<file path="src/rtl/clock_pkg.sv">
// Shared encodings, limits and wrap helpers for the clock display time-set logic.
package clock_pkg;

    localparam logic [1:0] RUN    = 2'd0;
    localparam logic [1:0] SET_HH = 2'd1;
    localparam logic [1:0] SET_MM = 2'd2;
    localparam logic [1:0] SET_SS = 2'd3;

    localparam logic [4:0] HH_MAX = 5'd23;
    localparam logic [5:0] MS_MAX = 6'd59;

    // Bit positions inside digit_blank.
    localparam logic [1:0] FLD_SS = 2'd0;
    localparam logic [1:0] FLD_MM = 2'd1;
    localparam logic [1:0] FLD_HH = 2'd2;

    function automatic logic [4:0] hh_inc(input logic [4:0] v);
        return (v == HH_MAX) ? 5'd0 : v + 5'd1;
    endfunction

    function automatic logic [5:0] ms_inc(input logic [5:0] v);
        return (v == MS_MAX) ? 6'd0 : v + 6'd1;
    endfunction

    function automatic logic [1:0] field_of_state(input logic [1:0] st);
        case (st)
            SET_HH:  return FLD_HH;
            SET_MM:  return FLD_MM;
            default: return FLD_SS;
        endcase
    endfunction

endpackage

</file>
<file path="src/rtl/blink_timebase.sv">
// Blink phase generator: toggles phase_hidden every BLINK_DIV enabled cycles,
// held at the visible phase whenever disabled or restarted.
module blink_timebase #(
    parameter int BLINK_DIV = 50_000_000
) (
    input  logic clk,
    input  logic rst_n,
    input  logic enable,
    input  logic restart,
    output logic phase_hidden
);

    localparam int CNT_W = $clog2(BLINK_DIV);
    localparam logic [CNT_W-1:0] CNT_LAST = CNT_W'(BLINK_DIV - 1);

    logic [CNT_W-1:0] cnt_reg;
    logic             phase_reg;

    always_ff @(posedge clk or negedge rst_n) begin
        if (!rst_n) begin
            cnt_reg   <= '0;
            phase_reg <= 1'b0;
        end else if (restart || !enable) begin
            cnt_reg   <= '0;
            phase_reg <= 1'b0;
        end else if (cnt_reg == CNT_LAST) begin
            cnt_reg   <= '0;
            phase_reg <= ~phase_reg;
        end else begin
            cnt_reg   <= cnt_reg + 1'b1;
        end
    end

    assign phase_hidden = phase_reg;

endmodule

</file>
<file path="src/rtl/time_set_ctrl.sv">
// Time-of-day registers with a 1 Hz run mode and a three-field button-driven
// set mode; produces the blink mask for the field being edited.
module time_set_ctrl
    import clock_pkg::*;
#(
    parameter int BLINK_DIV = 50_000_000
) (
    input  logic       clk,
    input  logic       rst_n,
    input  logic       tick_1hz,
    input  logic       btn_mode,
    input  logic       btn_inc,
    output logic [4:0] hh,
    output logic [5:0] mm,
    output logic [5:0] ss,
    output logic       set_active,
    output logic [2:0] digit_blank,
    output logic       sec_pulse
);

    logic [1:0] state_reg, state_next;
    logic [4:0] hh_reg, hh_next;
    logic [5:0] mm_reg, mm_next;
    logic [5:0] ss_reg, ss_next;
    logic       sec_pulse_reg, sec_pulse_next;
    logic       mode_prev_reg, inc_prev_reg;
    logic       mode_press, inc_press, inc_accept;
    logic       blink_restart, phase_hidden;

    assign mode_press = btn_mode & ~mode_prev_reg;
    assign inc_press  = btn_inc & ~inc_prev_reg;
    // A mode press in the same cycle swallows the inc press.
    assign inc_accept = inc_press & ~mode_press & (state_reg != RUN);

    always_comb begin
        state_next     = state_reg;
        hh_next        = hh_reg;
        mm_next        = mm_reg;
        ss_next        = ss_reg;
        sec_pulse_next = 1'b0;

        if (mode_press) begin
            state_next = state_reg + 2'd1;
        end

        if (state_reg == RUN) begin
            if (tick_1hz) begin
                sec_pulse_next = 1'b1;
                ss_next        = ms_inc(ss_reg);
                if (ss_reg == MS_MAX) begin
                    mm_next = ms_inc(mm_reg);
                    if (mm_reg == MS_MAX) begin
                        hh_next = hh_inc(hh_reg);
                    end
                end
            end
        end else if (inc_accept) begin
            case (state_reg)
                SET_HH:  hh_next = hh_inc(hh_reg);
                SET_MM:  mm_next = ms_inc(mm_reg);
                default: ss_next = ms_inc(ss_reg);
            endcase
        end
    end

    always_ff @(posedge clk or negedge rst_n) begin
        if (!rst_n) begin
            state_reg     <= RUN;
            hh_reg        <= '0;
            mm_reg        <= '0;
            ss_reg        <= '0;
            sec_pulse_reg <= 1'b0;
            mode_prev_reg <= 1'b0;
            inc_prev_reg  <= 1'b0;
        end else begin
            state_reg     <= state_next;
            hh_reg        <= hh_next;
            mm_reg        <= mm_next;
            ss_reg        <= ss_next;
            sec_pulse_reg <= sec_pulse_next;
            mode_prev_reg <= btn_mode;
            inc_prev_reg  <= btn_inc;
        end
    end

    // Any edit or field change restarts blinking so the new value shows at once.
    assign blink_restart = mode_press | inc_accept;

    blink_timebase #(
        .BLINK_DIV (BLINK_DIV)
    ) u_blink (
        .clk          (clk),
        .rst_n        (rst_n),
        .enable       (state_reg != RUN),
        .restart      (blink_restart),
        .phase_hidden (phase_hidden)
    );

    genvar gi;
    generate
        for (gi = 0; gi < 3; gi++) begin : g_blank
            assign digit_blank[gi] = phase_hidden && (state_reg != RUN)
                                  && (field_of_state(state_reg) == 2'(gi));
        end
    endgenerate

    assign hh         = hh_reg;
    assign mm         = mm_reg;
    assign ss         = ss_reg;
    assign sec_pulse  = sec_pulse_reg;
    assign set_active = (state_reg != RUN);

endmodule

</file>
<file path="config.mk">
export PLATFORM = sky130hd
export DESIGN_NAME = time_set_ctrl
export DESIGN_NICKNAME = d
export VERILOG_FILES = /design/src/rtl/clock_pkg.sv /design/src/rtl/blink_timebase.sv /design/src/rtl/time_set_ctrl.sv
export SDC_FILE = /design/constraint.sdc
export NUM_CORES = 1
export LEC_CHECK = 0
export ABC_AREA = 1
export ABC_CLOCK_PERIOD_IN_PS = 2170
export BUFFER_PORTS_ARGS = -buffer_cell sky130_fd_sc_hd__buf_2
export CAP_MARGIN = 20
export CORE_UTILIZATION = 40
export DETAILED_ROUTE_END_ITERATION = 10
export GPL_TIMING_DRIVEN = 0
export PLACE_DENSITY_LB_ADDON = 0.08
export SLEW_MARGIN = 10
export SYNTH_ARGS = -nofsm -noshare
export SYNTH_HDL_FRONTEND = slang
export SYNTH_HIERARCHICAL = 1
export SYNTH_SLANG_ARGS = --single-unit
</file>
<file path="constraint.sdc">
create_clock -name clk -period 2.17 [get_ports clk]
set_input_delay 0.651 -clock clk [delete_from_list [all_inputs] [get_ports clk]]
set_output_delay 0.651 -clock clk [all_outputs]
set_load 0.1 [all_outputs]
</file>
==> Word-level counts from Yosys, hierarchy flattened <==
Index checks and enable logic that the tools add are counted.
{ "totals": {"ff_bits": 49, "input_bits": 5, "output_inout_bits": 22, "word_cells": 77} }
{ "classes": {"add_sub_neg": 5, "n_eq_ne": 12, "mux": 25, "n_bitwise": 9, "reduce_logical": 17} }
{ "op_table": {"columns": ["operator", "n"], "rows": [
  ["6-bit two-way mux", 11],
  ["26-bit two-way mux", 2],
  ["5-bit two-way mux", 7],
  ["26-bit by 1-bit adder with 26-bit output, second input constant", 1],
  ["26-bit == test, second input constant", 1],
  ["6-bit by 1-bit adder with 6-bit output, second input constant", 2],
  ["6-bit == test, second input constant", 2],
  ["2-bit nonzero test", 5],
  ["2-bit by 1-bit != test with 1-bit output, second input constant", 3],
  ["5-bit by 1-bit adder with 5-bit output, second input constant", 1],
  ["5-bit == test, second input constant", 1],
  ["5-bit AND reduction", 1],
  ["1-bit AND", 4],
  ["2-bit by 1-bit == test with 1-bit output, second input constant", 2],
  ["2-bit == test, second input constant", 2],
  ["1-bit logical AND", 4],
  ["2-bit zero test", 2],
  ["1-bit two-way mux", 4],
  ["1-bit NOT", 4],
  ["2-bit one-hot mux with 2 select lines", 1],
  ["4-bit AND reduction", 1],
  ["3-bit AND reduction", 1],
  ["2-bit by 1-bit adder with 2-bit output, second input constant", 1],
  ["2-bit != test, second input constant", 1],
  ["other kinds (4)", 4]
]} }

==> Longest topological paths before layout <==
{ "depth": {"word_depth": 8, "mapped_depth": 10, "ltp_nobuf": 10} }

==> Hierarchy <==
The synthesis kept the hierarchy.
{ "modules_own_cells": {"columns": ["module", "instances", "cells_each", "area_each_um2", "seq_area_each_um2"], "rows": [
  ["blink_timebase", 1, 236, 1631.6, 675.6],
  ["time_set_ctrl", 1, 158, 1302.5, 550.5]
]} }

==> Least setup slack after synthesis <==
Ideal clock, no wire load.
{ "synth_timing": {"kind": "reg-to-output", "from": "register state_reg[0]", "to": "output port digit_blank[0]", "t_arrival_ps": 2801, "path_slack_ps": -1282, "path_stages_with_launch": 6, "path_cell_list": "dfrtp_1 > inv_1 > ha_1 > inv_1 > nand2_1 > nor2_1"} }
{ "synth_via": {"word_cells_on_any_way": 7, "classes_between": "eq/ne (2); mux (1); reduce/logical (4)"} }
{ "synth_rtl": {"columns": ["element", "line_no", "source"], "rows": [
  ["start: declaration", "time_set_ctrl.sv:21", "logic [1:0] state_reg, state_next;"],
  ["start signal: assignment", "time_set_ctrl.sv:76", "state_reg <= state_next;"],
  ["2-bit nonzero test", null, null],
  ["via set_active", "time_set_ctrl.sv:16", "output logic set_active,"],
  ["1-bit logical AND", "time_set_ctrl.sv:102", "assign digit_blank[gi] = phase_hidden && (state_reg != RUN)"],
  ["1-bit logical AND", "time_set_ctrl.sv:103", "&& (field_of_state(state_reg) == 2'(gi));"],
  ["end: declaration", "time_set_ctrl.sv:17", "output logic [2:0] digit_blank,"]
]} }
The timed path passes the listed nets, and every way through them passes these cells.

==> Worst setup path after layout <==
{ "layout_timing": {"from": "register state_reg[1]", "to": "output port digit_blank[0]"} }
{ "layout_via": {"elab_chain_len": 4, "word_cells_on_any_way": 7, "classes_between": "eq/ne (2); mux (1); reduce/logical (4)"} }
{ "layout_lines": {"columns": ["element", "line_no", "source"], "rows": [
  ["2-bit == test or 2-bit by 1-bit == test with 1-bit output (tied branches)", "clock_pkg.sv:26", "case (st)"],
  ["2-bit one-hot mux with 2 select lines", "clock_pkg.sv:26", null],
  ["2-bit zero test", "time_set_ctrl.sv:103", null],
  ["1-bit logical AND (*)", "time_set_ctrl.sv:103", null]
]} }
Every way passes the cells marked *; elsewhere a longest branch is shown, timed or not.

==> results.cfg <==
[status]
outcome = completed

[sta]
hold_viol = 0
period_needed_ps = 2146
slew_viol_final = 0
setup_slack_ps = 24.35
finalCritPeriodShare_pct = 98.88
tightest_slew_ps = 551.4
setup_viol = 0
fmax_mhz = 466.1
hold_ws_ps = 324.9
final.setup.tns_ps = 0
slew_headroom_pct = 63.24
finalClockSkew_ps = 6.527
rsz0062_at_grt = yes

[global_route]
grt_pass1_vias = 2237
grt_pass1_wl_um = 10490
grt_max_degree = 28
antenna_found_initial = 0
grt_usage_pct = 17.69
grt-ovfl-total = 0

[pwr]
leakage_nw = 1.577
power.density_nw_per_um2 = 1044
p_total_mw = 3.609
vdd_ir_drop_max_mv = 0.7529

[final_layout]
syn2layout_area_growth_pct = 17.83
fin_area_um2 = 3457
largest_reg_flops = 26
multiInputGateArea_um2 = 1563
nNetsFinal = 447
drive_gt1_share_pct = 18.66
fill_cells = 697
antenna_cells = 0
seq_area_um2 = 1226

[floorplan]
fp.dieArea_um2 = 7682
start_util_pct = 42.25
die_w_um = 87.65
pin_count = 27
rows = 30
core_area_um2 = 6944
die_y_um = 87.65

[placement]
port_buffers = 26
placed_area_um2 = 3251
pre_cts_ws_ps = -97.78
dp_hpwl_um = 4727
gp_congestion = 0.8681

[drt]
vias = 2483
drt-pass1-iter-count = 4
drt_drc_violations_left = 0
wl_per_cell_um = 11.64
drt_iter0_drc = 166
finalWirelength_um = 6167
wl_met3_um = 184
drtAntennaViolNets = 0
maxUsedRoutingLayer = met4
wl_met2_um = 2786
wl_met1_um = 3125
viasPerCell = 4.685

[synth]
netlist_area_um2 = 2934
ys_ff_latch = 49
yosysSeqAreaShare_pct = 41.79
synth_cells = 394
synth_async_sr_flop_share_pct = 100.0
ys_dominant_reg_cell = dfrtp_1
syn-num-nets = 408
synth_common_cells = 104 x nand2_1, 76 x nor2_1, 49 x dfrtp_1
synth_area_per_cell_um2 = 7.447
synth-edff-count = 0
synth_cell_type_count = 26
synth_area_leaders = dfrtp_1 42%, nand2_1 13%, nor2_1 9.7%
yosys_warnings = 6
synth_top_area_share_pct = 41.79
synth_top_area_cell = dfrtp_1
yosys.cell_count.top_type = nand2_1

[critical_path]
regToRegSetupSlack_ps = 290
worstReg2RegEnd = u_blink/cnt_reg[10]
worstReg2RegStart = state_reg[1]
critPathRequiredTime_ps = 1520
worst-path-max-fanout = 5
r2r_cells = 10
start_kind = flip-flop
endpoint_kind = output pin
cp.arrival_ps = 1490
worst-setup-path-type = reg -> out

[hold_path]
hold_path.class = in -> async

[job]
cap_viol_max_count = 0

[cts]
numClockSinks = 49
cts_root_buf = clkbuf_8
cts_buffers = 5
h-tree-depth = 2
cts.path.max_buffers = 2
clock_latency_ps = 300
cts_tree = done
clk_pin_slew_worst_paths_ps = 90
[worst max-delay path: stages, from the launching register on]
cell	delay, ps
dfrtp_1	430
inv_2	100
ha_4	170
clkinvlp_4	140
nand2_4	140
nor2_4	50
buf_12	160
[placed cells by master (no fill, tap or decap)]
master / netlist / final
or2_0: 1 / 1
a21oi_1: 6 / 6
bufinv_16: 0 / 1
nand2_4: 1 / 2
dfrtp_1: 49 / 49
nand2_2: 12 / 12
ha_1: 9 / 8
o21ai_0: 5 / 5
ha_4: 0 / 1
o21ai_1: 1 / 1
nand3_1: 32 / 32
xnor2_1: 7 / 7
clkbuf_8: 0 / 6
a21oi_4: 1 / 1
nand2_1: 104 / 103
clkbuf_4: 0 / 1
clkbuf_1: 0 / 1
nor2_4: 2 / 5
or2_2: 1 / 1
nor3_1: 5 / 5
nand4_1: 4 / 4
o21bai_1: 4 / 4
inv_1: 44 / 41
nor2_2: 4 / 6
buf_6: 2 / 2
buf_4: 0 / 5
nand3_2: 3 / 3
clkinvlp_4: 0 / 1
nand3b_1: 2 / 2
xor2_1: 13 / 13
nor2_1: 76 / 71
inv_2: 0 / 2
buf_12: 0 / 4
buf_2: 1 / 23
o21ai_2: 5 / 5
[cells by family (layout without fill, tap and decap cells)]
group	after synthesis	in the layout	share of synthesized area, %
AOI/OAI and AO/OA	22	22	5.117
DFF	49	49	41.79
adders and majority gates	9	9	3.838
xor gates and xnor gates	20	20	5.970
buffers and inverters	47	87	6.567
and+or+nand+nor	247	247	36.72
[through the flow]
stage          cells  util (%)
4_1_cts          525     48.76
5_1_grt          530     49.78
6_report         530     49.78
3_3_place_gp     516     46.52
2_1_floorplan    394         -
3_5_place_dp     517     46.81
[power breakdown]
group          total, mW  internal, mW  switching (mW)
combinational       1.73         0.428            1.30
clock              0.678         0.376           0.302
sequential          1.20          1.04           0.164
[area by class of cell]
type                    instances  area share [%]
clock buffers                   7           2.497
multi-input cells             298           45.20
inverters                      44           4.886
plain buffers                   3          0.7962
well taps                      96           3.474
clock inverters                 1          0.8686
repair buffers                 32           6.804
flip-flops and latches         49           35.47
[how the worst max path moves through the flow]
stage                     depth (start not counted)             endpoint         start  slack, ps
final                                             6       digit_blank[0]  state_reg[1]         20
after CTS                                         4           set_active  state_reg[1]        -10
after floorplan                                   5       digit_blank[0]  state_reg[1]       -110
after detailed placement                          9  u_blink/cnt_reg[10]      btn_mode       -100
after global routing                              6       digit_blank[0]  state_reg[0]        -60
after global placement                            9  u_blink/cnt_reg[19]      btn_mode        -70
[timing repair]
| action | CTS | global route |
|---|---|---|
| pin swaps | 1 | 3 |
| cloned | 0 | 0 |
| setup endpoints to repair | 4 | 9 |
| buffers inserted | 0 | 5 |
| gates resized for setup | 6 | 9 |
| hold buffers | 0 | 0 |
| hold endpoints to repair | 0 | 0 |
[layer usage]
| layer | vias up | GRT usage [%] |
|---|---|---|
| met1 | 1141 | 24.81 |
| met2 | 38 | 28.20 |
| met4 | 0 | 4.918 |
| li1 | 1297 | - |
| met5 | - | 0 |
| met3 | 7 | 3.016 |
No activity file was read; power rests on OpenSTA's default activity.
